File: src/rtl/dac_pkg.sv
`default_nettype none
// ============================================================================
// Module   : dac_pkg
// Purpose  : Shared state encoding and frame constants for the DAC writer.
// Revision : 1.0 - initial release
// ============================================================================
package dac_pkg;

    typedef enum logic [2:0] {
        IDLE  = 3'd0,
        LOAD  = 3'd1,
        SHIFT = 3'd2,
        GAP   = 3'd3,
        LDAC  = 3'd4,
        DONE  = 3'd5
    } dac_state_e;

    localparam logic [3:0] CMD_WRITE_INPUT  = 4'h1;
    localparam logic [3:0] CMD_WRITE_UPDATE = 4'h3;
    localparam int         c_hdr_w          = 8;

endpackage
`default_nettype wire

File: src/rtl/spi_frame_shifter.sv
`default_nettype none
// ============================================================================
// Module   : spi_frame_shifter
// Purpose  : Shifts one MSB-first SPI frame (CPOL=0, CPHA=0), CS active-low.
// Revision : 1.0 - initial release
// ============================================================================
module spi_frame_shifter #(
    parameter int FRAME_W  = 24,
    parameter int SCLK_DIV = 2
) (
    input  logic               clk_i,
    input  logic               reset_ni,
    input  logic               start_i,
    input  logic [FRAME_W-1:0] frame_i,
    output logic               busy_o,
    output logic               done_o,
    output logic               sclk_o,
    output logic               mosi_o,
    output logic               cs_o
);

    localparam int c_div_w = (SCLK_DIV > 1) ? $clog2(SCLK_DIV) : 1;
    localparam int c_bit_w = $clog2(FRAME_W);

    logic               r_busy;
    logic               r_phase;
    logic [c_div_w-1:0] r_div;
    logic [c_bit_w-1:0] r_bit;
    logic [FRAME_W-1:0] r_shreg;
    logic               w_div_end;
    logic               w_last;

    assign w_div_end = (r_div == c_div_w'(SCLK_DIV - 1));
    assign w_last    = r_busy & r_phase & w_div_end & (r_bit == c_bit_w'(FRAME_W - 1));

    // Low half first, so MOSI set at CS fall / SCLK fall gets SCLK_DIV cycles of setup
    always_ff @(posedge clk_i or negedge reset_ni) begin
        if (!reset_ni) begin
            r_busy  <= 1'b0;
            r_phase <= 1'b0;
            r_div   <= '0;
            r_bit   <= '0;
            r_shreg <= '0;
        end else if (start_i && !r_busy) begin
            r_busy  <= 1'b1;
            r_phase <= 1'b0;
            r_div   <= '0;
            r_bit   <= '0;
            r_shreg <= frame_i;
        end else if (r_busy) begin
            if (w_div_end) begin
                r_div <= '0;
                if (!r_phase) begin
                    r_phase <= 1'b1;
                end else begin
                    r_phase <= 1'b0;
                    r_shreg <= {r_shreg[FRAME_W-2:0], 1'b0};
                    r_bit   <= r_bit + 1'b1;
                    if (w_last) begin
                        r_busy <= 1'b0;
                    end
                end
            end else begin
                r_div <= r_div + 1'b1;
            end
        end
    end

    assign busy_o = r_busy;
    assign done_o = w_last;
    assign cs_o   = ~r_busy;
    assign sclk_o = r_busy & r_phase;
    assign mosi_o = r_busy & r_shreg[FRAME_W-1];

endmodule
`default_nettype wire

File: src/rtl/dac_writer_multi.sv
`default_nettype none
// ============================================================================
// Module   : dac_writer_multi
// Purpose  : Writes enabled DAC channels over SPI, optional LDAC sync update.
// Revision : 1.0 - initial release
// ============================================================================
module dac_writer_multi
    import dac_pkg::*;
#(
    parameter int NUM_CH   = 2,
    parameter int DATA_W   = 16,
    parameter int SCLK_DIV = 2,
    parameter int CS_GAP   = 2,
    parameter int LDAC_W   = 2
) (
    input  logic                     clk_i,
    input  logic                     reset_ni,
    input  logic                     start_i,
    input  logic [NUM_CH*DATA_W-1:0] data_i,
    input  logic [NUM_CH-1:0]        ch_en_i,
    input  logic                     sync_mode_i,
    output logic                     spi_sclk_o,
    output logic                     spi_mosi_o,
    output logic                     spi_cs_o,
    output logic                     ldac_no,
    output logic                     busy_o,
    output logic                     done_o,
    output logic                     overrun_o
);

    localparam int c_frame_w = c_hdr_w + DATA_W;
    localparam int c_cnt_max = (CS_GAP > LDAC_W) ? CS_GAP : LDAC_W;
    localparam int c_cnt_w   = $clog2(c_cnt_max + 1);

    dac_state_e                r_state;
    dac_state_e                w_next;
    logic [NUM_CH*DATA_W-1:0]  r_data;
    logic [NUM_CH-1:0]         r_pending;
    logic                      r_sync;
    logic                      r_sent_any;
    logic                      r_overrun;
    logic [c_cnt_w-1:0]        r_cnt;

    logic [NUM_CH*DATA_W-1:0]  w_src_data;
    logic [NUM_CH-1:0]         w_src_mask;
    logic                      w_src_sync;
    logic                      w_has_ch;
    logic [3:0]                w_sel_ch;
    logic [DATA_W-1:0]         w_sel_sample;
    logic [c_frame_w-1:0]      w_frame;
    logic                      w_launch;
    logic                      w_shift_busy;
    logic                      w_frame_done;

    // In IDLE the frame is built straight from the inputs so the first CS fall
    // coincides with the LOAD cycle; afterwards the latched copies are used.
    assign w_src_data = (r_state == IDLE) ? data_i      : r_data;
    assign w_src_mask = (r_state == IDLE) ? ch_en_i     : r_pending;
    assign w_src_sync = (r_state == IDLE) ? sync_mode_i : r_sync;

    always_comb begin
        w_has_ch     = 1'b0;
        w_sel_ch     = '0;
        w_sel_sample = '0;
        for (int k = NUM_CH - 1; k >= 0; k--) begin
            if (w_src_mask[k]) begin
                w_has_ch     = 1'b1;
                w_sel_ch     = 4'(k);
                w_sel_sample = w_src_data[k*DATA_W +: DATA_W];
            end
        end
    end

    assign w_frame = {(w_src_sync ? CMD_WRITE_INPUT : CMD_WRITE_UPDATE), w_sel_ch, w_sel_sample};

    // Channel selection happens on the transition into LOAD
    always_comb begin
        w_next   = r_state;
        w_launch = 1'b0;
        case (r_state)
            IDLE: begin
                if (start_i) begin
                    w_next   = LOAD;
                    w_launch = w_has_ch;
                end
            end
            LOAD: begin
                if (w_shift_busy)              w_next = SHIFT;
                else if (r_sync && r_sent_any) w_next = LDAC;
                else                           w_next = DONE;
            end
            SHIFT: begin
                if (w_frame_done) w_next = GAP;
            end
            GAP: begin
                if (r_cnt == c_cnt_w'(CS_GAP - 1)) begin
                    if (w_has_ch) begin
                        w_next   = LOAD;
                        w_launch = 1'b1;
                    end else if (r_sync) begin
                        w_next = LDAC;
                    end else begin
                        w_next = DONE;
                    end
                end
            end
            LDAC: begin
                if (r_cnt == c_cnt_w'(LDAC_W - 1)) w_next = DONE;
            end
            DONE:    w_next = IDLE;
            default: w_next = IDLE;
        endcase
    end

    always_ff @(posedge clk_i or negedge reset_ni) begin
        if (!reset_ni) begin
            r_state <= IDLE;
            r_cnt   <= '0;
        end else begin
            r_state <= w_next;
            r_cnt   <= (w_next != r_state) ? '0 : r_cnt + 1'b1;
        end
    end

    always_ff @(posedge clk_i or negedge reset_ni) begin
        if (!reset_ni) begin
            r_data     <= '0;
            r_pending  <= '0;
            r_sync     <= 1'b0;
            r_sent_any <= 1'b0;
            r_overrun  <= 1'b0;
        end else begin
            if (r_state == IDLE && start_i) begin
                r_data     <= data_i;
                r_sync     <= sync_mode_i;
                r_pending  <= ch_en_i;
                r_sent_any <= 1'b0;
            end
            if (w_launch) begin
                r_pending  <= w_src_mask & ~(NUM_CH'(1) << w_sel_ch);
                r_sent_any <= 1'b1;
            end
            if (start_i && r_state != IDLE) begin
                r_overrun <= 1'b1;
            end
        end
    end

    spi_frame_shifter #(
        .FRAME_W  (c_frame_w),
        .SCLK_DIV (SCLK_DIV)
    ) u_shifter (
        .clk_i    (clk_i),
        .reset_ni (reset_ni),
        .start_i  (w_launch),
        .frame_i  (w_frame),
        .busy_o   (w_shift_busy),
        .done_o   (w_frame_done),
        .sclk_o   (spi_sclk_o),
        .mosi_o   (spi_mosi_o),
        .cs_o     (spi_cs_o)
    );

    assign busy_o    = (r_state != IDLE) && (r_state != DONE);
    assign done_o    = (r_state == DONE);
    assign ldac_no   = (r_state != LDAC);
    assign overrun_o = r_overrun;

endmodule
`default_nettype wire

File: config.mk
export PLATFORM = sky130hd
export DESIGN_NAME = dac_writer_multi
export DESIGN_NICKNAME = d
export VERILOG_FILES = /design/src/rtl/dac_pkg.sv /design/src/rtl/spi_frame_shifter.sv /design/src/rtl/dac_writer_multi.sv
export SDC_FILE = /design/constraint.sdc
export NUM_CORES = 1
export LEC_CHECK = 0
export CAP_MARGIN = 20
export CORE_MARGIN = 10
export CORE_UTILIZATION = 42
export CTS_BUF_LIST = sky130_fd_sc_hd__clkbuf_16
export DETAILED_ROUTE_END_ITERATION = 7
export PLACE_DENSITY = 0.66
export SYNTH_ARGS = -nofsm -noshare
export SYNTH_HDL_FRONTEND = slang
export SYNTH_SLANG_ARGS = --single-unit
File: constraint.sdc
create_clock -name clk_i -period 1.8 [get_ports clk_i]
set_input_delay 0.36 -clock clk_i [delete_from_list [all_inputs] [get_ports clk_i]]
set_output_delay 0.36 -clock clk_i [all_outputs]
set_load 0.02 [all_outputs]
==> metrics.txt <==
crit-path max FO=7; Compound-Gate Fraction of Synth Area=19.9%; Synth Area in Adders=0.688%; Top delay family on crit path=simple AND/OR/NAND/NOR gates; Pins Over Slew Limit=0; CTS H-tree depth=3; sequential share of power=a little under 50%; DRT iter0 DRCs=approximately 240; Initial Util=between 40% and 50%; unrepaired setup endpoints after global routing=true; Die Y-Extent=about 110 µm; ratio of cells with drive above 1 in the final layout=a little over a quarter; chip width=~110 µm; Largest stage delay, worst path=~0.42 ns; CTS Buf Count=9; Syn Area/Cell=about 9.1 µm²; net count after synthesis=441; Core Box Area=~8300 µm²; skew final=0.00482 ns; Max Cap Violations=0; grt total ovfl=0; via count=3347; Slew HR=around 72%; first-pass GRT wire length=between 15000 and 20000 µm; drt via density=between 5 and 6; Worst-path clk slew=approximately 0.060 ns; yosys warns=0; CP bufs+invs=2; # diodes=0; largest net degree at the start of global routing=75; Multi-input gate area=around 2000 µm²; area delta synth->final=43.4%; First-pass DRT Iterations=4; Final Non-Filler Cells=slightly below 600; main combinational cell family by area after synthesis=simple AND/OR/NAND/NOR gates; Mapped Area=around 3600 µm²; PwrDens=just under 700 nW/µm²; outcome=finished, violations left; vias in the first global route=roughly 3500; switching share of power=roughly 23%; Synth Flop Type=dfrtp_1; area post-placement=4450 µm²; Design Area, Final=~5200 µm²; Routed WL=~11000 µm; Static Leak=2.31 nW; Worst Tran Pin Value=0.417 ns; slowest stage cell, crit path=dfrtp_1; Crit path required time=a little over 2 ns; crit share post-route=112%; Highest Clock Rate=about 0.50 GHz; minimum clock period=roughly 2.0 ns; Antenna Violating Nets Remaining=0; fill count=slightly below 700; NetSw=about 0.84 mW; largest cells by area after synthesis=dfrtp_1, nand2_1, a221oi_1, a2bb2oi_1, o22ai_1; clock buffer depth=2; Logic pwr share=between 7 and 8%; number of synthesized flops with an enable pin=0; kind of critical path=reg2reg; clk root buf=clkbuf_16; CP endpoint kind=flop; # IOs=45; cell accounting for the most synthesized area=dfrtp_1; Gate Count Post-Synth=about 400; setup TNS=-3.20 ns; Final GP Congestion=around 0.83; # hold bufs at CTS=0; Nets=512; R2R Setup Slk=-0.21 ns; # rows=33; Synth top area share=roughly 51%; GRT Total Usage=around 17%; crit-path cells=or3b_4 > a211o_4 > buf_6 > buf_16 > or3_4 > a2bb2oi_2; Post-synth top cells=nand2_1, dfrtp_1, a221oi_1, clkbuf_1, nor2_1; Worst setup SP type=flop; mux share of post-synthesis cell area=0.860%; peak supply drop=roughly 0.00047 V; dpl hpwl=about 6500 µm; Hold Crit Class=in2async; R2R depth=6; reg-to-reg startpoint=r_state[0]; Remaining DRCs=0; xor/xnor share of the synthesized area=between 1 and 1.5%; post-synthesis sequential area ratio=50.9%; clock sink count=74; Synth async-reset ratio=100%; Netlist cell types=41; setup ws final=-0.214 ns; Seq cells post-synth=74; top-count cell post-synth=nand2_1; Reg area=roughly 1900 µm²; initial antenna violation count=0; Worst Path Arrival=2.27 ns; CTS tree=done; port bufs=44; Final setup viols=33; violated checks=setup timing; worst-skew pair later-pin latency=around 0.32 ns; placed cell count=between 500 and 600; final hold violations=0; FF-to-FF End=u_shifter.r_shreg[8]; clock share of power=43.5%; die area=roughly 13000 µm²; Setup WS pre-CTS=-0.566 ns; simple-gate share of the synthesized area=between 20% and 30%; Pint=around 2.8 mW; routed length per placed instance=18.2 µm
-- sequential cells by signal, indices dropped and copies added (netlist names) --
register           count
r_data                32
u_shifter.r_shreg     24
u_shifter.r_bit        5
r_state                3
r_cnt                  2
r_pending              2
overrun_o              1
r_sent_any             1
r_sync                 1
u_shifter.busy_o       1
u_shifter.r_div        1
u_shifter.r_phase      1
-- layer usage --
| metal | vias to the layer above | global-route usage (%) | part of all wire (%) |
|---|---|---|---|
| li1 | 1579 | - | - |
| met1 | 1661 | 20.2 | 43 |
| met2 | 95 | 27.5 | 52 |
| met3 | 12 | 2.75 | 3.9 |
| met4 | 0 | 8.38 | 1.5 |
| met5 | - | 0 | 0 |
-- stage by stage --
stage	util, %	hold WS, ns	total power [mW]
floorplan	-	0.0644	1.86
detailed placement	53.4	0.427	2.04
global route	62.6	0.0894	3.75
CTS	60.3	0.0882	3.61
global placement	53.4	0.421	2.04
finish	62.6	0.0540	3.60
-- power by group through the flow --
stage	registers, mW	clock network [mW]	logic (mW)
after floorplan	1.77	0	0.0875
after global placement	1.78	0	0.255
after detailed placement	1.78	0	0.259
after CTS	1.76	1.59	0.268
after global routing	1.76	1.68	0.305
final	1.76	1.56	0.277
-- cell type report --
type                       count  share of cell area, %
sequential                    74                   35.5
multi-input combinational    290                   38.7
tap                          105                   2.52
timing repair buffer          95                   18.2
clock buffer                   9                   4.32
inverter                       2                  0.144
clock inverter                 7                  0.551
-- worst max-delay path by stage --
stage / end / cells after the start / slack (ns) / from
floorplan: u_shifter.r_shreg[15] / 6 / -0.02 / r_state[1]
global placement: u_shifter.r_shreg[6] / 6 / -0.50 / start_i
detailed placement: u_shifter.r_shreg[3] / 6 / -0.57 / start_i
CTS: u_shifter.r_shreg[8] / 6 / -0.18 / r_state[0]
global route: u_shifter.r_shreg[8] / 6 / -0.25 / r_state[0]
finish: u_shifter.r_shreg[8] / 6 / -0.21 / r_state[0]
-- logic make-up after synthesis --
kind of cell    Yosys count
xor+xnor                  6
mux                       3
simple gates            185
flops                    74
buf+inv                  37
compound gates           94
fa+ha+maj                 2
-- placed cells by master (no fill, tap or decap), types with 3 or more instances in the layout --
master | netlist | final
nand2_1 | 127 | 127
dfrtp_1 | 74 | 73
buf_4 | 0 | 38
clkdlybuf4s50_1 | 0 | 36
a221oi_1 | 30 | 30
a2bb2oi_2 | 0 | 15
nor2_1 | 19 | 13
or3_1 | 16 | 10
o22ai_4 | 0 | 10
clkbuf_16 | 0 | 9
buf_6 | 2 | 7
a21o_1 | 6 | 6
a21oi_2 | 0 | 6
o22ai_2 | 0 | 6
or3_4 | 0 | 6
nor2_2 | 0 | 4
inv_1 | 2 | 4
and2_1 | 4 | 4
nor2b_1 | 5 | 4
xor2_1 | 4 | 4
dlygate4sd2_1 | 0 | 4
buf_12 | 0 | 4
nor3_1 | 4 | 3
nand3_1 | 3 | 3
clkinv_1 | 0 | 3
-- timing repair --
item,4_1_cts,5_1_grt
pin swaps,21,19
resized for setup,58,39
buffers inserted,4,0
endpoints found under the setup margin,37,37
gates cloned,4,0
hold endpoints to repair,0,0
Power figures use the tool's default switching activity.
